`src/rtl/seq_adder_ctrl.sv`:
```
// Multi-cycle wide adder: one N-bit slice adder sequenced over WORDS cycles, LSB slice first.
// Optional subtract mode is enabled by defining SEQ_ADDER_SUB_EN.
module seq_adder_ctrl #(
    parameter int N     = 4,
    parameter int WORDS = 4
) (
    input  logic                 CLK,
    input  logic                 N_RESET,
    input  logic                 START,
    input  logic [N*WORDS-1:0]   A,
    input  logic [N*WORDS-1:0]   B,
    input  logic                 CIN,
    input  logic                 SUB,
    output logic                 READY,
    output logic                 BUSY,
    output logic                 DONE,
    output logic [N*WORDS-1:0]   SUM,
    output logic                 COUT,
    output logic                 OVF
);

    localparam int W  = N * WORDS;
    localparam int IW = (WORDS > 1) ? $clog2(WORDS) : 1;

    typedef enum logic [1:0] {S_IDLE, S_RUN, S_DONE} state_t;

    state_t          r_state;
    logic [W-1:0]    r_a;
    logic [W-1:0]    r_b;
    logic [W-1:0]    r_res;
    logic            r_carry;
    logic [IW-1:0]   r_idx;

    logic [W-1:0]    w_b_eff;
    logic            w_cin_eff;
    logic [N-1:0]    w_a_sl;
    logic [N-1:0]    w_b_sl;
    logic [N-1:0]    w_s_sl;
    logic            w_c_sl;
    logic [W-1:0]    w_res_nxt;
    logic            w_last;
    logic            w_accept;

`ifdef SEQ_ADDER_SUB_EN
    // Subtract is A + ~B + 1, so SUB forces the carry-in high
    assign w_b_eff   = SUB ? ~B : B;
    assign w_cin_eff = SUB | CIN;
`else
    logic w_unused_sub;
    assign w_unused_sub = SUB;
    assign w_b_eff      = B;
    assign w_cin_eff    = CIN;
`endif

    assign w_accept = START && ((r_state == S_IDLE) || (r_state == S_DONE));

    always_comb begin
        w_a_sl = r_a[r_idx*N +: N];
        w_b_sl = r_b[r_idx*N +: N];
        {w_c_sl, w_s_sl} = {1'b0, w_a_sl} + {1'b0, w_b_sl} + {{N{1'b0}}, r_carry};
        w_res_nxt = r_res;
        w_res_nxt[r_idx*N +: N] = w_s_sl;
        w_last = (r_idx == IW'(WORDS - 1));
    end

    always_ff @(posedge CLK) begin
        if (!N_RESET) begin
            r_state <= S_IDLE;
            r_a     <= '0;
            r_b     <= '0;
            r_res   <= '0;
            r_carry <= 1'b0;
            r_idx   <= '0;
            SUM     <= '0;
            COUT    <= 1'b0;
            OVF     <= 1'b0;
            DONE    <= 1'b0;
            BUSY    <= 1'b0;
            READY   <= 1'b1;
        end else begin
            case (r_state)
                S_IDLE, S_DONE: begin
                    DONE <= 1'b0;
                    if (w_accept) begin
                        r_a     <= A;
                        r_b     <= w_b_eff;
                        r_carry <= w_cin_eff;
                        r_idx   <= '0;
                        r_state <= S_RUN;
                        READY   <= 1'b0;
                        BUSY    <= 1'b1;
                    end else begin
                        r_state <= S_IDLE;
                        READY   <= 1'b1;
                        BUSY    <= 1'b0;
                    end
                end
                S_RUN: begin
                    r_res   <= w_res_nxt;
                    r_carry <= w_c_sl;
                    if (w_last) begin
                        SUM     <= w_res_nxt;
                        COUT    <= w_c_sl;
                        OVF     <= (r_a[W-1] == r_b[W-1]) && (w_res_nxt[W-1] != r_a[W-1]);
                        r_idx   <= '0;
                        r_state <= S_DONE;
                        DONE    <= 1'b1;
                        READY   <= 1'b1;
                        BUSY    <= 1'b0;
                    end else begin
                        r_idx <= r_idx + 1'b1;
                    end
                end
                default: begin
                    r_state <= S_IDLE;
                    DONE    <= 1'b0;
                    READY   <= 1'b1;
                    BUSY    <= 1'b0;
                end
            endcase
        end
    end

endmodule

```
`config.mk`:
```
export PLATFORM = sky130hd
export DESIGN_NAME = seq_adder_ctrl
export DESIGN_NICKNAME = d
export VERILOG_FILES = /design/src/rtl/seq_adder_ctrl.sv
export SDC_FILE = /design/constraint.sdc
export NUM_CORES = 1
export LEC_CHECK = 0
export BUFFER_PORTS_ARGS = -buffer_cell sky130_fd_sc_hd__buf_2
export CORE_ASPECT_RATIO = 1.75
export CORE_UTILIZATION = 45
export DETAILED_ROUTE_END_ITERATION = 8
export HOLD_SLACK_MARGIN = 0.06
export PLACE_DENSITY_LB_ADDON = 0.15
export SLEW_MARGIN = 20
export SYNTH_ARGS = -nofsm -noshare
export SYNTH_HDL_FRONTEND = slang
export SYNTH_SLANG_ARGS = --single-unit
```
`constraint.sdc`:
```
create_clock -name CLK -period 3.25 [get_ports CLK]
set_input_delay 0.1625 -clock CLK [delete_from_list [all_inputs] [get_ports CLK]]
set_output_delay 0.1625 -clock CLK [all_outputs]
set_load 0.01 [all_outputs]
```
==> results.sh <==
export IMPL_finalHoldViolations=0
export IMPL_wire_length_of_the_first_global_routing_pass_um=11600
export IMPL_mostFrequentLayoutCell="sky130_fd_sc_hd__dfxtp_1"
export IMPL_num_vias=2646
export IMPL_synth_area_top_cells="sky130_fd_sc_hd__dfxtp_1, sky130_fd_sc_hd__nand2_1, sky130_fd_sc_hd__a21oi_1"
export IMPL_grt_setup_unrepaired="false"
export IMPL_timing_hold_worst_class="in2reg"
export IMPL_grt_overflow_total=0
export IMPL_synth_cell_type_count=40
export IMPL_power_density_over_cell_area_nw_per_um2=549
export IMPL_critical_path_max_fanout=4
export IMPL_grt_antenna_before_repair=0
export IMPL_final_max_slew_viol_count=0
export IMPL_top_level_ports=58
export IMPL_fp_dieH_um=113
export IMPL_hold_buffers=1
export IMPL_path_class="reg2reg"
export IMPL_avgSynthCellArea_um2=8.76
export IMPL_placedInstanceArea_um2=3510
export IMPL_gp_weighted_congestion=0.771
export IMPL_clock_tree_from_tritoncts="yes"
export IMPL_portBuffers=56
export IMPL_synth_top_area_frac=0.458
export IMPL_setup_total_negative_slack_ps=0
export IMPL_design_area_um2=3790
export IMPL_critical_path_s_largest_stage_delay_ps=560
export IMPL_cts_setup_buffers=0
export IMPL_synth_ff_latch_count=73
export IMPL_critical_path_top_delay_family="adder cells"
export IMPL_synth_area_leader_cell="sky130_fd_sc_hd__dfxtp_1"
export IMPL_floorplan_die_area_um2=7440
export IMPL_mappedNetlistArea_um2=3190
export IMPL_critical_path_slowest_cell="sky130_fd_sc_hd__mux4_2"
export IMPL_asyncSetResetFlopFracSynth=0
export IMPL_max_cap_viol_count=0
export IMPL_pre_antenna_drt_iters=4
export IMPL_crit_buf_inv=2
export IMPL_final_layout_size_suffix_gt1_frac=0.212
export IMPL_worst_clock_skew_ps=4.25
export IMPL_vias_per_cell=5.25
export IMPL_postRouteAntennaNets=0
export IMPL_numCtsBuffers=9
export IMPL_outcome="completed"
export IMPL_seq_area_frac_synth=0.458
export IMPL_overall_power_consumption_uw=2080
export IMPL_finalSetupViolCount=0
export IMPL_layout_area_overhead_vs_synth_pct=18.8
export IMPL_static_leakage_power_uw=0.00155
export IMPL_number_of_design_rule_violations_left_after_detail_routing=0
export IMPL_synth_nets=412
export IMPL_dominantRegCellSynth="sky130_fd_sc_hd__dfxtp_1"
export IMPL_first_global_vias=2468
export IMPL_cp_data_arrival_time_ps=2950
export IMPL_timing_slew_headroom=0.433
export IMPL_yosys_warnings=0
export IMPL_crit_path_end_kind="flip-flop"
export IMPL_postLayoutSetupSlackWorst_ps=519
export IMPL_postSynthCellCount=364
export IMPL_drt_iter0_markers=122
export IMPL_worst_setup_path_start_kind="flip-flop"
export IMPL_drt_wl_total_um=6940
export IMPL_floorplan_core_area_um2=6860
export IMPL_source_to_sink_clock_delay_at_the_later_pin_of_the_worst_skew_pair_ps=330
export IMPL_hpwlAfterDp_um=4930
export IMPL_synth_edff_count=0
export IMPL_placementRows=40
export IMPL_cts_htree_levels=3
export IMPL_cts_max_path_buffers=2
export IMPL_num_nets_final=465
export IMPL_timing_fmax_mhz=366
export IMPL_period_needed_ps=2730
export IMPL_postCtsResizedCells=0
export IMPL_path_clk_slew_ps=50
export IMPL_clock_tree_root_cell="sky130_fd_sc_hd__clkbuf_16"
export IMPL_clkSinkCount=73
export IMPL_grt_max_degree=65
export IMPL_layout_common_cells="sky130_fd_sc_hd__dfxtp_1, sky130_fd_sc_hd__nand2_1, sky130_fd_sc_hd__buf_2, sky130_fd_sc_hd__a21oi_1, sky130_fd_sc_hd__nor2_1"
export IMPL_total_grt_usage=0.209
export IMPL_post_place_ws_ps=526
export IMPL_num_antenna_cells=0
export IMPL_min_period_over_period=0.840
export IMPL_post_drt_wl_per_cell_um=13.8
export IMPL_worst_slew_pin_slew_ps=850
export IMPL_cp_data_required_time_ps=3470
export IMPL_chipWidth_um=65.6
export IMPL_cp_cell_sequence="mux4_2 -> fa_1 -> inv_1 -> fa_1 -> inv_1 -> o2bb2ai_1 -> nor2_1 -> a211oi_1"
export IMPL_initial_core_util=0.465
export IMPL_ir_drop_mv=0.340
==> power by group <==
group	total, µW	internal, µW	switching, µW
registers	954	933	20.8
logic	240	97.9	142
clock network	885	550	335
total	2080	1580	497
==> per-layer routing <==
layer / vias up / global-route usage / routed length [µm] / share of wire
met5: - / 0 / 0 / 0
met4: 0 / 0.113 / 132 / 0.019
met2: 44 / 0.367 / 3740 / 0.54
met3: 8 / 0.0423 / 205 / 0.030
li1: 1355 / - / - / -
met1: 1239 / 0.226 / 2870 / 0.41
==> cell type report <==
cell class                      instances  area (µm²)
Timing Repair Buffer                   65         350
Tap cell                               84         105
Inverter                               12        46.3
Clock buffer                           14         264
Fill cell                             656        3070
Sequential cell                        73        1460
Multi-Input combinational cell        256        1560
==> stage by stage <==
step                instances   util  hold slack, ps
floorplan                 364      -             298
global placement          489  0.512             403
detailed placement        489  0.512             408
CTS                       504  0.552            60.1
global route              504  0.552            70.8
finish                    504  0.552            67.9
==> flip-flops by register name (all words and copies together) (netlist names) <==
register / count
SUM: 16
r_a: 16
r_b: 16
r_res: 16
r_idx: 2
r_state: 2
COUT: 1
DONE: 1
OVF: 1
READY: 1
r_carry: 1
==> logic make-up after synthesis <==
kind of cell / after synthesis / synth area share
compound gates: 94 / 0.177
xor+xnor: 2 / 0.00550
fa+ha+maj: 11 / 0.0479
buf+inv: 35 / 0.0542
flops: 73 / 0.458
mux: 11 / 0.0659
simple gates: 138 / 0.192
==> Yosys cell counts, types with 3 or more instances <==
master and instances:
sky130_fd_sc_hd__a211oi_1 14, sky130_fd_sc_hd__a21oi_1 49, sky130_fd_sc_hd__a22oi_1 9, sky130_fd_sc_hd__and3_1 3
sky130_fd_sc_hd__buf_1 4, sky130_fd_sc_hd__buf_2 3, sky130_fd_sc_hd__buf_6 4, sky130_fd_sc_hd__clkbuf_1 10
sky130_fd_sc_hd__dfxtp_1 73, sky130_fd_sc_hd__ha_1 9, sky130_fd_sc_hd__inv_1 11, sky130_fd_sc_hd__mux2i_1 3
sky130_fd_sc_hd__mux4_2 8, sky130_fd_sc_hd__nand2_1 70, sky130_fd_sc_hd__nand2b_1 3, sky130_fd_sc_hd__nor2_1 39
sky130_fd_sc_hd__nor2b_1 12, sky130_fd_sc_hd__o21ai_0 11
==> worst paths after layout <==
| kind | depth (start not counted) | to | slack (ps) | startpoint |
|---|---|---|---|---|
| hold / removal | 3 | r_a[6] | 70 | A[6] |
| setup reg to reg | 8 | r_res[5] | 520 | r_idx[0] |
| hold reg to reg | 2 | READY | 440 | READY |
| setup / recovery | 8 | r_res[5] | 520 | r_idx[0] |
==> worst register-to-register path, cell delays in order, from the launching register on <==
cell and delay (ps):
sky130_fd_sc_hd__dfxtp_1 460, sky130_fd_sc_hd__mux4_2 560, sky130_fd_sc_hd__fa_1 430, sky130_fd_sc_hd__inv_1 90
sky130_fd_sc_hd__fa_1 460, sky130_fd_sc_hd__inv_1 180, sky130_fd_sc_hd__o2bb2ai_1 180, sky130_fd_sc_hd__nor2_1 60
sky130_fd_sc_hd__a211oi_1 220
(Power assumes the default switching activity.)
